$ cat src/rtl/param_alu_if.sv
// rtl/param_alu_if.sv - operand/handshake/result bundle for param_alu
interface param_alu_if #(
   parameter int WIDTH = 8
) ();
   logic [WIDTH-1:0]   A;
   logic [WIDTH-1:0]   B;
   logic [2:0]         op;
   logic               start;
   logic               busy;
   logic               done;
   logic [2*WIDTH-1:0] result;

   modport master (
      output A, B, op, start,
      input  busy, done, result
   );

   modport slave (
      input  A, B, op, start,
      output busy, done, result
   );
endinterface

$ cat src/rtl/param_alu.sv
// rtl/param_alu.sv - start/done ALU with busy, two-cycle logic ops and iterative multiply
module param_alu #(
   parameter int WIDTH = 8
) (
   input  logic        clk,
   input  logic        reset,
   param_alu_if.slave  bus
);
   localparam int CW = $clog2(WIDTH);

   localparam logic [2:0] OP_ADD = 3'b001;
   localparam logic [2:0] OP_AND = 3'b010;
   localparam logic [2:0] OP_XOR = 3'b011;
   localparam logic [2:0] OP_MUL = 3'b100;
   localparam logic [2:0] OP_SUB = 3'b101;
   localparam logic [2:0] OP_MAX = 3'b110;

   typedef enum logic [1:0] {
      S_IDLE,
      S_EXEC,
      S_MUL,
      S_WB
   } state_t;

   state_t state_q, state_d;

   logic [WIDTH-1:0]   a_q, b_q;
   logic [2:0]         op_q;
   logic [CW-1:0]      cnt_q;
   logic [2*WIDTH-1:0] acc_q;
   logic [2*WIDTH-1:0] res_q;
   logic               done_q;
   logic               busy_q;

   logic [WIDTH:0]     sum_w, diff_w;
   logic [2*WIDTH-1:0] alu_d;
   logic [2*WIDTH-1:0] mcand_sh;
   logic [2*WIDTH-1:0] mul_add;

   always_ff @(posedge clk) begin
      if (reset) begin
         state_q <= S_IDLE;
      end else begin
         state_q <= state_d;
      end
   end

   // NOP and the reserved opcode are accepted but never leave IDLE.
   always_comb begin
      state_d = state_q;
      case (state_q)
         S_IDLE: begin
            if (bus.start) begin
               case (bus.op)
                  OP_ADD, OP_AND, OP_XOR, OP_SUB, OP_MAX: state_d = S_EXEC;
                  OP_MUL:                                 state_d = S_MUL;
                  default:                                state_d = S_IDLE;
               endcase
            end
         end
         S_EXEC:  state_d = S_WB;
         S_MUL:   if (cnt_q == CW'(WIDTH - 1)) state_d = S_WB;
         S_WB:    state_d = S_IDLE;
         default: state_d = S_IDLE;
      endcase
   end

   always_comb begin
      sum_w  = {1'b0, a_q} + {1'b0, b_q};
      diff_w = {1'b0, a_q} - {1'b0, b_q};
      alu_d  = '0;
      case (op_q)
         OP_ADD:  alu_d = {{(WIDTH-1){1'b0}}, sum_w};
         OP_AND:  alu_d = {{WIDTH{1'b0}}, a_q & b_q};
         OP_XOR:  alu_d = {{WIDTH{1'b0}}, a_q ^ b_q};
         // Bit WIDTH of the extended difference is the borrow, i.e. the sign.
         OP_SUB:  alu_d = {{(WIDTH-1){diff_w[WIDTH]}}, diff_w};
         OP_MAX:  alu_d = {{WIDTH{1'b0}}, (a_q > b_q) ? a_q : b_q};
         default: alu_d = '0;
      endcase
   end

   always_comb begin
      mcand_sh = {{WIDTH{1'b0}}, a_q} << cnt_q;
      mul_add  = b_q[cnt_q] ? mcand_sh : '0;
   end

   // Every computed value lands in acc_q first; the WB state is the only
   // place result changes, which keeps done and result on the same edge.
   always_ff @(posedge clk) begin
      if (reset) begin
         a_q    <= '0;
         b_q    <= '0;
         op_q   <= '0;
         cnt_q  <= '0;
         acc_q  <= '0;
         res_q  <= '0;
         done_q <= 1'b0;
         busy_q <= 1'b0;
      end else begin
         done_q <= (state_q == S_WB);
         busy_q <= (state_d != S_IDLE);
         case (state_q)
            S_IDLE: begin
               if (state_d != S_IDLE) begin
                  a_q   <= bus.A;
                  b_q   <= bus.B;
                  op_q  <= bus.op;
                  cnt_q <= '0;
                  acc_q <= '0;
               end
            end
            S_EXEC: acc_q <= alu_d;
            S_MUL: begin
               acc_q <= acc_q + mul_add;
               cnt_q <= cnt_q + 1'b1;
            end
            S_WB:    res_q <= acc_q;
            default: ;
         endcase
      end
   end

   assign bus.busy   = busy_q;
   assign bus.done   = done_q;
   assign bus.result = res_q;
endmodule
$ cat src/flat_wrapper.sv
// flat-port wrapper written by rule: the top's interface ports become plain ports
module param_alu_flat 
#(
   parameter int WIDTH = 8
)
  (clk, reset, bus_A, bus_B, bus_op, bus_start, bus_busy, bus_done, bus_result);
  param_alu_if #(.WIDTH(WIDTH)) bus_i ();
  input  logic clk;
  input  logic reset;
  input wire logic [$bits(bus_i.A)-1:0] bus_A;
  input wire logic [$bits(bus_i.B)-1:0] bus_B;
  input wire logic [$bits(bus_i.op)-1:0] bus_op;
  input wire logic [$bits(bus_i.start)-1:0] bus_start;
  output wire logic [$bits(bus_i.busy)-1:0] bus_busy;
  output wire logic [$bits(bus_i.done)-1:0] bus_done;
  output wire logic [$bits(bus_i.result)-1:0] bus_result;
  assign bus_i.A = bus_A;
  assign bus_i.B = bus_B;
  assign bus_i.op = bus_op;
  assign bus_i.start = bus_start;
  assign bus_busy = bus_i.busy;
  assign bus_done = bus_i.done;
  assign bus_result = bus_i.result;
  param_alu #(.WIDTH(WIDTH)) u_core (.clk(clk), .reset(reset), .bus(bus_i));
endmodule
$ cat config.mk
export PLATFORM = sky130hd
export DESIGN_NAME = param_alu_flat
export DESIGN_NICKNAME = d
export VERILOG_FILES = /design/src/rtl/param_alu_if.sv /design/src/rtl/param_alu.sv /design/src/flat_wrapper.sv
export SDC_FILE = /design/constraint.sdc
export NUM_CORES = 1
export LEC_CHECK = 0
export ABC_AREA = 1
export CAP_MARGIN = 10
export CORE_MARGIN = 2
export CORE_UTILIZATION = 59
export DETAILED_ROUTE_END_ITERATION = 6
export PLACE_DENSITY = 0.81
export RECOVER_POWER = 100
export SLEW_MARGIN = 20
export SYNTH_ARGS = -nofsm -noshare
export SYNTH_HDL_FRONTEND = slang
export SYNTH_SLANG_ARGS = --single-unit
export TNS_END_PERCENT = 20
$ cat constraint.sdc
create_clock -name clk -period 3.8 [get_ports clk]
set_input_delay 0.76 -clock clk [delete_from_list [all_inputs] [get_ports clk]]
set_output_delay 0.76 -clock clk [all_outputs]
set_load 0.005 [all_outputs]
Word-level counts from Yosys, hierarchy flattened
Cells that the tools add are included.

RAM bits: 0. Memory bits (read-only): 0. Register bits after elaboration: 58. Memories: 0. Input bits: 22. Bits in latches: 0.

Magnitude comparators: 2. Add/subtract/negate cells: 4. Div/mod/pow operators: 0. Equality and inequality tests: 16. Reductions and logical operators: 8. Mux-type cells: 13. Multiply operators: 0. Bitwise logic cells: 2. Shift operators: 1.

Operators by type and width (count): one-hot mux 16 bit (5 select lines) (1); one-hot mux 16 bit (3 select lines) (1); two-way mux 16 bit (2); == test 3 bit (second input constant) (6); adder 16 bit (1); left shift 8 x 3 -> 16 bit (1); == test 3 x 2 -> 1 bit (second input constant) (4); adder 8 x 8 -> 9 bit (1); subtractor 8 x 8 -> 9 bit (1); AND 8 bit (1); > comparator 8 bit (1); two-way mux 8 bit (1); one-hot mux 2 bit (4 select lines) (1); bitwise XOR 8 bit (1); == test 3 x 1 -> 1 bit (second input constant) (2); one-hot mux 3 bit (2 select lines) (1); AND reduction 2 bit (3); OR reduction 5 bit (1); == test 2 bit (second input constant) (2); less-than comparator 3 x 4 -> 1 bit (second input constant) (1); two-way mux 2 bit (2); one-hot mux 2 bit (2 select lines) (1); nonzero test 2 bit (2); adder 3 x 1 -> 3 bit (second input constant) (1); 7 further kinds (7).

Depth between registers and ports, before layout
Depth in word-level cells: 8. Gate-level depth with buffers: 21. Mapped depth without buffers: 20.

Worst setup path after synthesis
No wires, ideal clock.

Path type: register to register. Start point: register u_core.cnt_q[1]. End point: register u_core.acc_q[7]. Setup time: 0.136 ns. Clock period less this slack: 2.658 ns. Path slack: 1.142 ns. Arrival time: 2.521 ns. Cell stages (with the launch flop): 21. Path through: dfxtp_1 > inv_1 > clkbuf_1 > a21oi_1 > o21ai_0 > nand2_1 > nand2_1 > nand2_1 > o21ai_0 > inv_1 > ha_1 > a21oi_1 > o21a_1 > nand2_1 > or2_2 > nand3_1 > nand2_1 > inv_1 > nand2_1 > nand2_1 > a21oi_2.

Word-level cells in the longest chain between the ends: 6.

Ends and longest elaborated chain: from (decl) (line param_alu.sv:29) `logic [CW-1:0] cnt_q;`; from (signal assigned) (line param_alu.sv:116) `cnt_q <= cnt_q + 1'b1;`; parallel branches: the longest is 6 deep, another holds adder 16 bit; to (signal assigned) (line param_alu.sv:113) `S_EXEC: acc_q <= alu_d;`; to (signal assigned) (line param_alu.sv:115) `acc_q <= acc_q + mul_add;`; to (decl) (line param_alu.sv:30) `logic [2*WIDTH-1:0] acc_q;`.

Parallel ways; which one is timed is not known. The select of a mux whose other input is x is not followed. A chain may end at the register's enable or synchronous reset.

Final worst setup path
Start point: register u_core.cnt_q[0]. End point: register u_core.acc_q[10].

Same word-level chain as after synthesis.

==> results.sh <==
export IMPL_status="complete, no violations"
export IMPL_dp_slack_ps=551
export IMPL_crit_type="reg2reg"
export IMPL_drt_wirelength_per_cell_um=15.3
export IMPL_drive_gt1_frac=0.0544
export IMPL_via_count=5020
export IMPL_diodes=0
export IMPL_grt_overflow=0
export IMPL_synth_xor_area_frac=0.00562
export IMPL_h_tree_depth=3
export IMPL_peakVddDrop_v=0.000704
export IMPL_nFillCells=706
export IMPL_rsz0062_at_grt="false"
export IMPL_start_util=0.608
export IMPL_worst_slack_ps=431
export IMPL_cts_buffers=9
export IMPL_slew_limit_headroom=0.361
export IMPL_finalWirelength_mm=13.4
export IMPL_die_height_um=93
export IMPL_crit_arrival_ps=3650
export IMPL_track_usage=0.323
export IMPL_antenna_found_initial=0
export IMPL_clockRootBuffer="clkbuf_8"
export IMPL_place_gp_congestion=1.01
export IMPL_clk_pin_slew_ps=80
export IMPL_post_cts_buffers=0
export IMPL_hp_class="reg2reg"
export IMPL_crit_family="simple AND/OR/NAND/NOR gates"
export IMPL_clkSinkCount=58
export IMPL_postSynth_asyncResetShare=0
export IMPL_num_rows=32
export IMPL_power_leakage_nw=2.62
export IMPL_fin_skew_ps=14.4
export IMPL_synth_nets=803
export IMPL_dpl_cell_count=858
export IMPL_max_clock_freq_mhz=297
export IMPL_syn_avg_cell_area_um2=6.32
export IMPL_instances_no_fill=874
export IMPL_drc_errors=0
export IMPL_drv_cap=0
export IMPL_path_cells="inv_1 -> o21ai_0 -> nand2_1 -> nand2_1 -> nor3_1 -> ha_1 -> fa_1 -> nand3_1 -> nand2_1 -> nand3_1 -> nand2_1 -> nand2_1 -> nand2_1 -> a21oi_1 -> o21ai_0 -> nand2_1 -> nand2_1 -> a21oi_1"
export IMPL_crit_path_top_delay_cell="dfxtp_1"
export IMPL_crit_buf_inv=1
export IMPL_cts_resized=0
export IMPL_core_area_um2=7690
export IMPL_first_pass_iters=6
export IMPL_portBuffers=39
export IMPL_ys_types=43
export IMPL_synth_cells=740
export IMPL_dieArea_um2=8650
export IMPL_worst_slew_pin_slew_ps=958
export IMPL_synth_compound_area_share=0.207
export IMPL_hpwl_mm=10.1
export IMPL_critPathMaxFanout=22
export IMPL_layout_nets=830
export IMPL_ant_nets=0
export IMPL_required_ps=4080
export IMPL_area_growth_pct=12.4
export IMPL_power_density_nw_per_um2=716
export IMPL_drt_first_iter_violations=421
export IMPL_grt_pass1_wl_mm=22.2
export IMPL_ios=40
export IMPL_min_period_ps=3370
export IMPL_synth_seq_cells=58
export IMPL_ys_flop_type="dfxtp_1"
export IMPL_setup_viol=0
export IMPL_cts_tree="built"
export IMPL_clk_latency_ps=350
export IMPL_drv_slew=0
export IMPL_synth_top_family_by_area="simple AND/OR/NAND/NOR gates"
export IMPL_die_x_um=93
export IMPL_cp_slowest_stage_delay_ps=710
export IMPL_muxShareOfSynthArea=0.00214
export IMPL_ys_seq_area_frac=0.248
export IMPL_layout_commonest_cell="nand2_1"
export IMPL_synthSimpleGateAreaFrac=0.327
export IMPL_grt_max_degree=38
export IMPL_hold_buffers=0
export IMPL_yosysWarnings=0
export IMPL_via_per_inst=5.74
export IMPL_grt_pass1_vias=4558
export IMPL_end_kind="flop"
export IMPL_period_share=0.886
export IMPL_start_kind="flop"
export IMPL_synthAdderAreaFrac=0.115
export IMPL_cp_common_cell="nand2_1"
export IMPL_syn_area_um2=4670
export IMPL_final_cell_mix="nand2_1, inv_1, nor2_1"
export IMPL_finalHoldViolCount=0
export IMPL_fin_tns_setup_ps=0
export IMPL_synth_edf_count=0
export IMPL_clk_path_buf_depth=2
==> flip-flops by register name, indices dropped and copies added (netlist names) <==
signal             count
u_core.a_q             8
u_core.bus.result     16
u_core.op_q            3
u_core.state_q         2
u_core.bus.done        1
u_core.b_q             8
u_core.cnt_q           3
u_core.bus.busy        1
u_core.acc_q          16
==> cell type report <==
cell class | instances | area, um2 | share of cell area
Clock buffer | 9 | 124 | 0.0236
Inverter | 84 | 315 | 0.0600
Clock inverter | 7 | 101 | 0.0193
Sequential cell | 58 | 1160 | 0.221
Tap cell | 102 | 128 | 0.0243
Multi-Input combinational cell | 574 | 3020 | 0.576
Timing Repair Buffer | 40 | 398 | 0.0758
==> Yosys cell counts, types with 2 or more instances <==
cell type  number  area [um2]
o22ai_1         2        12.5
a211oi_1        2        15.0
inv_2           4        15.0
a21oi_1        63         315
a22oi_1         5        37.5
nor2_1         81         304
nand3_1        58         290
fa_1            3        60.1
ha_1           38         475
nand2_2         2        12.5
nand2_1       189         709
buf_6           2        22.5
o21ai_2         3        26.3
nand3_2         2        20.0
nand4_1         6        37.5
xor2_1          2        17.5
nor2_4          3        33.8
nor3_1          5        25.0
dfxtp_1        58        1160
buf_2           2        10.0
inv_1          80         300
o21ai_0        79         395
a21oi_2         9        78.8
or2_2           5        31.3
buf_4           6        45.0
clkbuf_1       13        48.8
a31oi_1         2        12.5
==> worst reg2reg max path, delay by kind of cell (launching register included) <==
family          cells  cell delay (ps)
flops               1              710
fa+ha+maj           2              640
buf+inv             1              260
simple gates       11             1060
compound gates      4              630
==> where the power goes <==
| part | leakage (nW) | internal (mW) | switching [mW] |
|---|---|---|---|
| registers | 0.474 | 0.741 | 0.143 |
| clock network | 0.106 | 0.375 | 0.298 |
| logic | 2.04 | 0.660 | 1.54 |
| total | 2.62 | 1.78 | 1.98 |
==> path summary, 6_finish.rpt <==
path               startpoint          endpoint  slack [ps]  depth (start not counted)
max reg2reg   u_core.cnt_q[0]  u_core.acc_q[10]         430                         18
min          u_core.acc_q[15]  u_core.acc_q[15]         470                          2
min reg2reg  u_core.acc_q[15]  u_core.acc_q[15]         470                          2
max           u_core.cnt_q[0]  u_core.acc_q[10]         430                         18
==> metrics by stage <==
| stage | cell area, um2 | hold WS, ps | power [mW] | util |
|---|---|---|---|---|
| 2_1_floorplan | 4670 | 443 | 2.63 | - |
| 3_3_place_gp | 5070 | 451 | 3.07 | 0.659 |
| 3_5_place_dp | 5070 | 463 | 3.13 | 0.659 |
| 4_1_cts | 5290 | 475 | 3.80 | 0.689 |
| 5_1_grt | 5250 | 494 | 4.09 | 0.683 |
| 6_report | 5250 | 474 | 3.76 | 0.683 |
==> routing by layer <==
metal	track usage	share of wire
met5	0	0
met3	0.0540	0.096
met4	0.0993	0.021
met1	0.468	0.46
met2	0.492	0.42
==> cells by family (layout without fill, tap and decap cells) <==
logic type                 count (synthesis)  after routing
muxes                                      1              1
adders and majority gates                 41             41
DFF                                       58             58
xor gates and xnor gates                   3              3
buffers and inverters                    108            140
and+or+nand+nor                          358            358
AOI/OAI and AO/OA                        171            171
No activity file was read; power rests on OpenSTA's default activity.
